$ cat config.mk
export PLATFORM = sky130hd
export DESIGN_NAME = decode_issue_stage_flat
export DESIGN_NICKNAME = d
export VERILOG_FILES = /design/src/rtl/decode_issue_stage_pkg.sv /design/src/rtl/decode_issue_stage_if.sv /design/src/rtl/decode_issue_stage_fwd_select.sv /design/src/rtl/maindecoder.sv /design/src/rtl/decode_issue_stage.sv /design/src/flat_wrapper.sv
export SDC_FILE = /design/constraint.sdc
export NUM_CORES = 1
export LEC_CHECK = 0
export ABC_AREA = 1
export CAP_MARGIN = 15
export CORE_AREA = 10 10 346 348
export CTS_BUF_LIST = sky130_fd_sc_hd__clkbuf_8
export DETAILED_ROUTE_END_ITERATION = 6
export DIE_AREA = 0 0 356 358
export GPL_ROUTABILITY_DRIVEN = 0
export PLACE_DENSITY = 0.5
export SLEW_MARGIN = 30
export SYNTH_ARGS = -nofsm -noshare
export SYNTH_HDL_FRONTEND = slang
export SYNTH_HIERARCHICAL = 1
export SYNTH_SLANG_ARGS = --single-unit
$ cat constraint.sdc
create_clock -name clk -period 23.1 [get_ports clk]
set_input_delay 4.62 -clock clk [delete_from_list [all_inputs] [get_ports clk]]
set_output_delay 4.62 -clock clk [all_outputs]
set_load 0.02 [all_outputs]
$ cat src/rtl/decode_issue_stage_pkg.sv
// Shared types for the ID stage: pipeline payloads, forwarding source and decoder output.
package decode_issue_stage_pkg;

  typedef logic [2:0]  u3;
  typedef logic [3:0]  u4;
  typedef logic [4:0]  u5;
  typedef logic [63:0] u64;

  localparam u5 REG_ZERO = 5'd0;

  localparam logic [6:0] OPC_LOAD     = 7'b0000011;
  localparam logic [6:0] OPC_OP_IMM   = 7'b0010011;
  localparam logic [6:0] OPC_AUIPC    = 7'b0010111;
  localparam logic [6:0] OPC_OP_IMM32 = 7'b0011011;
  localparam logic [6:0] OPC_STORE    = 7'b0100011;
  localparam logic [6:0] OPC_OP       = 7'b0110011;
  localparam logic [6:0] OPC_LUI      = 7'b0110111;
  localparam logic [6:0] OPC_OP32     = 7'b0111011;
  localparam logic [6:0] OPC_BRANCH   = 7'b1100011;
  localparam logic [6:0] OPC_JALR     = 7'b1100111;
  localparam logic [6:0] OPC_JAL      = 7'b1101111;

  typedef enum logic [3:0] {
    ALU_ADD, ALU_SUB, ALU_SLL, ALU_SLT, ALU_SLTU,
    ALU_XOR, ALU_SRL, ALU_SRA, ALU_OR, ALU_AND, ALU_PASSB
  } alu_op_e;

  typedef struct packed {
    logic [31:0] instr;
    u64          pc;
    u64          pcPlus4;
    u64          instrAddr;
  } REG_IF_ID;

  typedef struct packed {
    logic valid;
    logic isWb;
    u5    wd;
    u64   wdData;
  } FORWARD_SOURCE;

  typedef struct packed {
    u64   imm;
    u5    wd;
    u4    aluOp;
    u3    mulOp;
    logic srcA;
    logic srcB;
    logic isBranch;
    logic isWriteBack;
    logic isMemRead;
    logic isMemWrite;
    u3    memMode;
    logic rv64;
    logic rvm;
    logic cns;
    logic useflag;
    logic flagInv;
  } DECODE_OUT;

  typedef struct packed {
    u64   pc;
    u64   pcPlus4;
    u64   instrAddr;
    u64   rs1;
    u64   rs2;
    u64   imm;
    u5    wd;
    u4    aluOp;
    u3    mulOp;
    logic srcA;
    logic srcB;
    logic isBranch;
    logic isWriteBack;
    logic isMemRead;
    logic isMemWrite;
    u3    memMode;
    logic rv64;
    logic rvm;
    logic cns;
    logic useflag;
    logic flagInv;
  } REG_ID_EX;

  // alt (instr[30]) selects SUB only for register-register forms; shifts use it for SRA.
  function automatic u4 alu_decode(input u3 f3, input logic alt, input logic is_reg);
    case (f3)
      3'b000:  return (is_reg && alt) ? ALU_SUB : ALU_ADD;
      3'b001:  return ALU_SLL;
      3'b010:  return ALU_SLT;
      3'b011:  return ALU_SLTU;
      3'b100:  return ALU_XOR;
      3'b101:  return alt ? ALU_SRA : ALU_SRL;
      3'b110:  return ALU_OR;
      default: return ALU_AND;
    endcase
  endfunction

endpackage

$ cat src/rtl/decode_issue_stage_if.sv
// IF/ID -> ID/EX handshake bundle plus register-file and forwarding taps of the ID stage.
interface decode_issue_stage_if
  import decode_issue_stage_pkg::*;
#(
  parameter int NUM_FWD = 2,
  parameter int XLEN    = 64
);
  logic                         in_valid;
  logic                         in_ready;
  REG_IF_ID                     moduleIn;
  u5                            rs1;
  u5                            rs2;
  logic [XLEN-1:0]              rs1Data;
  logic [XLEN-1:0]              rs2Data;
  FORWARD_SOURCE [NUM_FWD-1:0]  fwd;
  logic                         flush;
  logic                         out_valid;
  logic                         out_ready;
  REG_ID_EX                     moduleOut;
  logic                         ldHold;
  logic                         hazard;

  modport slave (
    input  in_valid, moduleIn, rs1Data, rs2Data, fwd, flush, out_ready,
    output in_ready, rs1, rs2, out_valid, moduleOut, ldHold, hazard
  );

  modport master (
    output in_valid, moduleIn, rs1Data, rs2Data, fwd, flush, out_ready,
    input  in_ready, rs1, rs2, out_valid, moduleOut, ldHold, hazard
  );
endinterface

$ cat src/rtl/decode_issue_stage_fwd_select.sv
// NUM_FWD-way priority forwarding mux; index 0 is youngest and wins, x0 always reads zero.
module fwd_select
  import decode_issue_stage_pkg::*;
#(
  parameter int NUM_FWD = 2,
  parameter int XLEN    = 64
)(
  input  u5                           rs_i,
  input  logic [XLEN-1:0]             rf_data_i,
  input  FORWARD_SOURCE [NUM_FWD-1:0] fwd_i,
  output logic [XLEN-1:0]             data_o
);
  always_comb begin
    data_o = rf_data_i;
    // Walk oldest to youngest so the lowest matching index is the last writer.
    for (int i = NUM_FWD - 1; i >= 0; i--) begin
      if (fwd_i[i].valid && fwd_i[i].isWb && (fwd_i[i].wd == rs_i) && (fwd_i[i].wd != REG_ZERO))
        data_o = fwd_i[i].wdData[XLEN-1:0];
    end
    if (rs_i == REG_ZERO) data_o = '0;
  end
endmodule

$ cat src/rtl/maindecoder.sv
// RV64IM main decoder: immediate extraction and control fields for the ID/EX payload.
module maindecoder
  import decode_issue_stage_pkg::*;
(
  input  logic [31:0] instr_i,
  output DECODE_OUT   dec_o
);
  logic [6:0] opc;
  u3          f3;
  u64         imm_i, imm_s, imm_b, imm_u, imm_j;

  assign opc   = instr_i[6:0];
  assign f3    = instr_i[14:12];
  assign imm_i = {{52{instr_i[31]}}, instr_i[31:20]};
  assign imm_s = {{52{instr_i[31]}}, instr_i[31:25], instr_i[11:7]};
  assign imm_b = {{51{instr_i[31]}}, instr_i[31], instr_i[7], instr_i[30:25], instr_i[11:8], 1'b0};
  assign imm_u = {{32{instr_i[31]}}, instr_i[31:12], 12'b0};
  assign imm_j = {{43{instr_i[31]}}, instr_i[31], instr_i[19:12], instr_i[20], instr_i[30:21], 1'b0};

  always_comb begin
    dec_o = '0;
    case (opc)
      OPC_OP_IMM, OPC_OP_IMM32: begin
        dec_o.imm         = imm_i;
        dec_o.aluOp       = alu_decode(f3, instr_i[30], 1'b0);
        dec_o.srcB        = 1'b1;
        dec_o.isWriteBack = 1'b1;
        dec_o.rv64        = (opc == OPC_OP_IMM32);
      end
      OPC_OP, OPC_OP32: begin
        dec_o.aluOp       = alu_decode(f3, instr_i[30], 1'b1);
        dec_o.mulOp       = f3;
        dec_o.rvm         = (instr_i[31:25] == 7'b0000001);
        dec_o.isWriteBack = 1'b1;
        dec_o.rv64        = (opc == OPC_OP32);
      end
      OPC_LOAD: begin
        dec_o.imm         = imm_i;
        dec_o.srcB        = 1'b1;
        dec_o.isWriteBack = 1'b1;
        dec_o.isMemRead   = 1'b1;
        dec_o.memMode     = f3;
      end
      OPC_STORE: begin
        dec_o.imm        = imm_s;
        dec_o.srcB       = 1'b1;
        dec_o.isMemWrite = 1'b1;
        dec_o.memMode    = f3;
      end
      OPC_BRANCH: begin
        // Compare result drives the flag; odd funct3 inverts it, funct3[1] means unsigned.
        dec_o.imm      = imm_b;
        dec_o.aluOp    = f3[2] ? (f3[1] ? ALU_SLTU : ALU_SLT) : ALU_SUB;
        dec_o.isBranch = 1'b1;
        dec_o.useflag  = 1'b1;
        dec_o.flagInv  = f3[0];
        dec_o.cns      = f3[1];
      end
      OPC_LUI: begin
        dec_o.imm         = imm_u;
        dec_o.aluOp       = ALU_PASSB;
        dec_o.srcB        = 1'b1;
        dec_o.isWriteBack = 1'b1;
      end
      OPC_AUIPC: begin
        dec_o.imm         = imm_u;
        dec_o.srcA        = 1'b1;
        dec_o.srcB        = 1'b1;
        dec_o.isWriteBack = 1'b1;
      end
      OPC_JAL: begin
        dec_o.imm         = imm_j;
        dec_o.srcA        = 1'b1;
        dec_o.srcB        = 1'b1;
        dec_o.isBranch    = 1'b1;
        dec_o.isWriteBack = 1'b1;
      end
      OPC_JALR: begin
        dec_o.imm         = imm_i;
        dec_o.srcB        = 1'b1;
        dec_o.isBranch    = 1'b1;
        dec_o.isWriteBack = 1'b1;
      end
      default: ;
    endcase
    dec_o.wd = dec_o.isWriteBack ? instr_i[11:7] : REG_ZERO;
  end
endmodule

$ cat src/rtl/decode_issue_stage.sv
// ID stage: decode, operand forwarding, load-use bubble insertion, registered ID/EX payload.
// DECODE_LOADUSE_INTERLOCK_EN enables the local interlock; otherwise the legacy ldHold is driven.
module decode_issue_stage
  import decode_issue_stage_pkg::*;
#(
  parameter int NUM_FWD = 2,
  parameter int XLEN    = 64
)(
  input logic                 clk,
  input logic                 rst,
  decode_issue_stage_if.slave io
);
  DECODE_OUT              dec;
  logic [1:0][4:0]        rs_addr;
  logic [1:0][XLEN-1:0]   rf_data;
  logic [1:0][XLEN-1:0]   opnd;
  REG_ID_EX               pl, out_d, out_q;
  logic                   vld_d, vld_q;
  logic                   hazard, in_ready;

  maindecoder u_dec (.instr_i(io.moduleIn.instr), .dec_o(dec));

  assign rs_addr[0] = io.moduleIn.instr[19:15];
  assign rs_addr[1] = io.moduleIn.instr[24:20];
  assign rf_data[0] = io.rs1Data;
  assign rf_data[1] = io.rs2Data;
  assign io.rs1     = rs_addr[0];
  assign io.rs2     = rs_addr[1];

  for (genvar g = 0; g < 2; g++) begin : g_opnd
    fwd_select #(.NUM_FWD(NUM_FWD), .XLEN(XLEN)) u_fwd (
      .rs_i     (rs_addr[g]),
      .rf_data_i(rf_data[g]),
      .fwd_i    (io.fwd),
      .data_o   (opnd[g])
    );
  end

`ifdef DECODE_LOADUSE_INTERLOCK_EN
  assign hazard = vld_q & out_q.isMemRead & out_q.isWriteBack & (out_q.wd != REG_ZERO) & io.in_valid &
                  ((out_q.wd == rs_addr[0]) | (out_q.wd == rs_addr[1]));
  assign io.ldHold = 1'b0;
`else
  assign hazard    = 1'b0;
  assign io.ldHold = io.in_valid & dec.isMemRead;
`endif

  assign in_ready     = io.flush | (~hazard & (~vld_q | io.out_ready));
  assign io.in_ready  = in_ready;
  assign io.hazard    = hazard;
  assign io.out_valid = vld_q;
  assign io.moduleOut = out_q;

  always_comb begin
    pl             = '0;
    pl.pc          = io.moduleIn.pc;
    pl.pcPlus4     = io.moduleIn.pcPlus4;
    pl.instrAddr   = io.moduleIn.instrAddr;
    pl.rs1         = opnd[0];
    pl.rs2         = opnd[1];
    pl.imm         = dec.imm;
    pl.wd          = dec.wd;
    pl.aluOp       = dec.aluOp;
    pl.mulOp       = dec.mulOp;
    pl.srcA        = dec.srcA;
    pl.srcB        = dec.srcB;
    pl.isBranch    = dec.isBranch;
    pl.isWriteBack = dec.isWriteBack;
    pl.isMemRead   = dec.isMemRead;
    pl.isMemWrite  = dec.isMemWrite;
    pl.memMode     = dec.memMode;
    pl.rv64        = dec.rv64;
    pl.rvm         = dec.rvm;
    pl.cns         = dec.cns;
    pl.useflag     = dec.useflag;
    pl.flagInv     = dec.flagInv;
  end

  // Flush drops the incoming payload too: in_ready is forced high but nothing is loaded.
  always_comb begin
    vld_d = vld_q;
    out_d = out_q;
    if (io.flush) begin
      vld_d = 1'b0;
    end else if (hazard && io.out_ready) begin
      vld_d = 1'b0;
    end else if (io.in_valid && in_ready) begin
      vld_d = 1'b1;
      out_d = pl;
    end else if (io.out_ready) begin
      vld_d = 1'b0;
    end
  end

  always_ff @(posedge clk or negedge rst) begin
    if (!rst) vld_q <= 1'b0;
    else      vld_q <= vld_d;
  end

  always_ff @(posedge clk) out_q <= out_d;

endmodule

$ cat src/flat_wrapper.sv
// flat-port wrapper written by rule: the top's interface ports become plain ports
module decode_issue_stage_flat import decode_issue_stage_pkg::*;
#(
  parameter int NUM_FWD = 2,
  parameter int XLEN    = 64
)
  (clk, rst, io_in_valid, io_moduleIn, io_rs1Data, io_rs2Data, io_fwd, io_flush, io_out_ready, io_in_ready, io_rs1, io_rs2, io_out_valid, io_moduleOut, io_ldHold, io_hazard);
  decode_issue_stage_if #(.NUM_FWD(NUM_FWD), .XLEN(XLEN)) io_i ();
  input logic clk;
  input logic rst;
  input wire logic [$bits(io_i.in_valid)-1:0] io_in_valid;
  input wire logic [$bits(io_i.moduleIn)-1:0] io_moduleIn;
  input wire logic [$bits(io_i.rs1Data)-1:0] io_rs1Data;
  input wire logic [$bits(io_i.rs2Data)-1:0] io_rs2Data;
  input wire logic [$bits(io_i.fwd)-1:0] io_fwd;
  input wire logic [$bits(io_i.flush)-1:0] io_flush;
  input wire logic [$bits(io_i.out_ready)-1:0] io_out_ready;
  output wire logic [$bits(io_i.in_ready)-1:0] io_in_ready;
  output wire logic [$bits(io_i.rs1)-1:0] io_rs1;
  output wire logic [$bits(io_i.rs2)-1:0] io_rs2;
  output wire logic [$bits(io_i.out_valid)-1:0] io_out_valid;
  output wire logic [$bits(io_i.moduleOut)-1:0] io_moduleOut;
  output wire logic [$bits(io_i.ldHold)-1:0] io_ldHold;
  output wire logic [$bits(io_i.hazard)-1:0] io_hazard;
  assign io_i.in_valid = io_in_valid;
  assign io_i.moduleIn = io_moduleIn;
  assign io_i.rs1Data = io_rs1Data;
  assign io_i.rs2Data = io_rs2Data;
  assign io_i.fwd = io_fwd;
  assign io_i.flush = io_flush;
  assign io_i.out_ready = io_out_ready;
  assign io_in_ready = io_i.in_ready;
  assign io_rs1 = io_i.rs1;
  assign io_rs2 = io_i.rs2;
  assign io_out_valid = io_i.out_valid;
  assign io_moduleOut = io_i.moduleOut;
  assign io_ldHold = io_i.ldHold;
  assign io_hazard = io_i.hazard;
  decode_issue_stage #(.NUM_FWD(NUM_FWD), .XLEN(XLEN)) u_core (.clk(clk), .rst(rst), .io(io_i));
endmodule
==> reports/metrics.cfg <==
[drt]
drtIter0Drc = 1193
via_count = 17430
vias_per_cell = 3.997
drt-total-wl_um = 111200
remaining_drc_errors = 11
wl_per_cell_um = 25.51
ant_nets = 0
drt_first_pass_iters = 7

[yosys]
postSynth.asyncResetShare = 0.002433
post-synth-top-count-cell = nand2_1
netlist_area_sq_um = 19870
synth_nets = 2394
seq_area_frac_synth = 0.6209
synth_seq_cells = 411
syn_area_per_cell_sq_um = 10.49
synth_area_leaders = edfxtp_1, nand2_1, nand3_1, nand3b_1, inv_1
ys_warn_count = 6
synth-edff-count = 410
synth_top_area_frac = 0.6196
synth.top_cells.by_count = nand2_1, edfxtp_1, nand3_1
syn_inst = 1895
synth_top_area_cell = edfxtp_1
synthDistinctLibCells = 36
synth_ff_type = edfxtp_1

[global_routing]
antenna_found_initial = 32
grt_overflow = 0
grt_pass1_wl_um = 147800
track_usage = 0.1646
grt_start_max_net_pins = 135
grt_pass1_vias = 17380

[placement]
dp_hpwl_um = 84570
io_buffers = 921
placed_cell_area_sq_um = 29940

[clocking]
cts_resized = 0
hold_buffers = 0
clk_pin_slew_ns = 0.05
clk_latency_ns = 0.71
cts_buffers = 85
clock-sinks = 411
tritoncts = yes
cts_max_level = 3
post-cts-setup-buffers = 0
cts_root_buf = clkbuf_8
clk_path_buf_depth = 3

[worst_hold_path]
min_path_type = reg -> reg

[sta]
tightest_slew_ns = 0.9315
fin_setup_tns_ns = 0
fin_skew_ns = 0.03174
rsz0062_at_grt = false
slew_violations = 0
setup_viol_count_final = 0
hold_viol_final = 0
timing.fmax_mhz = 89.38
finalCritPeriodShare = 0.4843
max_slew_margin = 0.3790
period_needed_ns = 11.19
whs_ns = 0.5795

[die]
fp-row-count = 123
fp.dieH_um = 358
io-pin-count = 923
coreArea_sq_um = 112300
die_x_um = 356
initial_core_util = 0.1769
dieArea_sq_um = 127400

[pwr]
leakage_nw = 12.77
max-vdd-ir-drop_uv = 37.06
p_per_area_nw_per_um2 = 62.77

[setup_path]
start_kind = input port
critPathMostFrequentCell = nand2_1
max_stage_delay_ns = 0.60
cp-end-kind = primary output
cp_max_fo = 5
critical_path.cell_chain = clkdlybuf4s50_1 > nand2_1 > inv_1 > nand2_1 > nor2_1 > nand2_1 > inv_1 > clkdlybuf4s50_1
critPathKind = in -> out
crit_slowest_cell = clkdlybuf4s50_1
worstPathArrival_ns = 6.57
required_ns = 18.48

[final_layout]
design_area_sq_um = 31670
nets = 3283
area_growth_pct = 59.36
drive_gt1_frac = 0.09557

[flow_run]
cap_violations = 0

[outcome]
status = finished with violations
violations = DRC

## path summary, 6_finish.rpt
| check | start | slack, ns | endpoint | cells after the start |
|---|---|---|---|---|
| worst max register to register | u_core/io.out_valid$_DFFE_PN0P_ | 19.83 | u_core/io.moduleOut[326]$_DFFE_PP_ | 6 |
| max in group asynchronous | rst | 18.96 | u_core/io.out_valid$_DFFE_PN0P_ | 1 |
| worst min register to register | u_core/io.out_valid$_DFFE_PN0P_ | 0.58 | u_core/io.out_valid$_DFFE_PN0P_ | 2 |
| worst max-delay path | io_moduleIn[193] | 11.91 | io_ldHold | 8 |
| worst min-delay path | u_core/io.out_valid$_DFFE_PN0P_ | 0.58 | u_core/io.out_valid$_DFFE_PN0P_ | 2 |
| min in group asynchronous | rst | 4.04 | u_core/io.out_valid$_DFFE_PN0P_ | 1 |
## sequential cells by signal (all words and copies together) (netlist names)
name,flops
u_core/io.out_valid,1
u_core/io.moduleOut,410
## cells by family (layout without fill, tap and decap cells)
family,Yosys count,in the layout,share of synthesized area
AOI/OAI and AO/OA,13,13,0.004156
xor gates and xnor gates,5,5,0.002204
buffers and inverters,447,1398,0.1224
other,1,15,0.0001887
and+or+nand+nor,1018,1018,0.2502
DFF,411,411,0.6209
## per-layer routing
layer,global-route usage,share of wire
met2,0.2911,0.51
met5,0,0.0019
met4,0.05995,0.025
met1,0.1797,0.37
met3,0.05900,0.094
## cell usage in the layout (no fill, tap or decap), types with 23 or more instances in the layout
cell type        netlist  final
clkbuf_8              12     85
nand3_1              287    287
inv_2                 91     89
nand2_1              499    497
nand4_1               23     23
clkdlybuf4s50_1        0    921
nand3b_1             128    128
edfxtp_1             410    410
nor2_1                35     32
inv_1                211    236
## power by group
| group | switching, mW | leakage, nW | total [mW] | internal [mW] |
|---|---|---|---|---|
| Combinational | 0.171 | 8.08 | 0.324 | 0.152 |
| Clock | 0.374 | 0.922 | 0.790 | 0.416 |
| Sequential | 0.0104 | 3.77 | 0.874 | 0.864 |
## critical path: cells and delay by family
kind	cells	cell delay, ns
buffers and inverters	4	1.26
AND/OR/NAND/NOR	4	0.67
## final cells by class
cell class | instances | area (sq um)
fill | 11840 | 80680
sequential | 411 | 12340
timing repair buffer | 945 | 9439
multi-input combinational | 1037 | 5176
tap | 1500 | 1877
clock buffer | 85 | 1170
inverter | 304 | 1145
clock inverter | 64 | 486.7
antenna | 14 | 35.03
## per-stage QoR
step | total power [mW] | setup WS, ns | util | cells
after floorplan | 1.036 | 0.04793 | - | 1895
final | 1.988 | 11.91 | 0.2819 | 4360
after CTS | 2.029 | 11.96 | 0.2812 | 4345
after detailed placement | 1.216 | 11.96 | 0.2665 | 4196
after global routing | 2.074 | 11.84 | 0.2818 | 4358
after global placement | 1.215 | 11.93 | 0.2663 | 4196
Note: power is estimated with default switching activity, not from simulation.
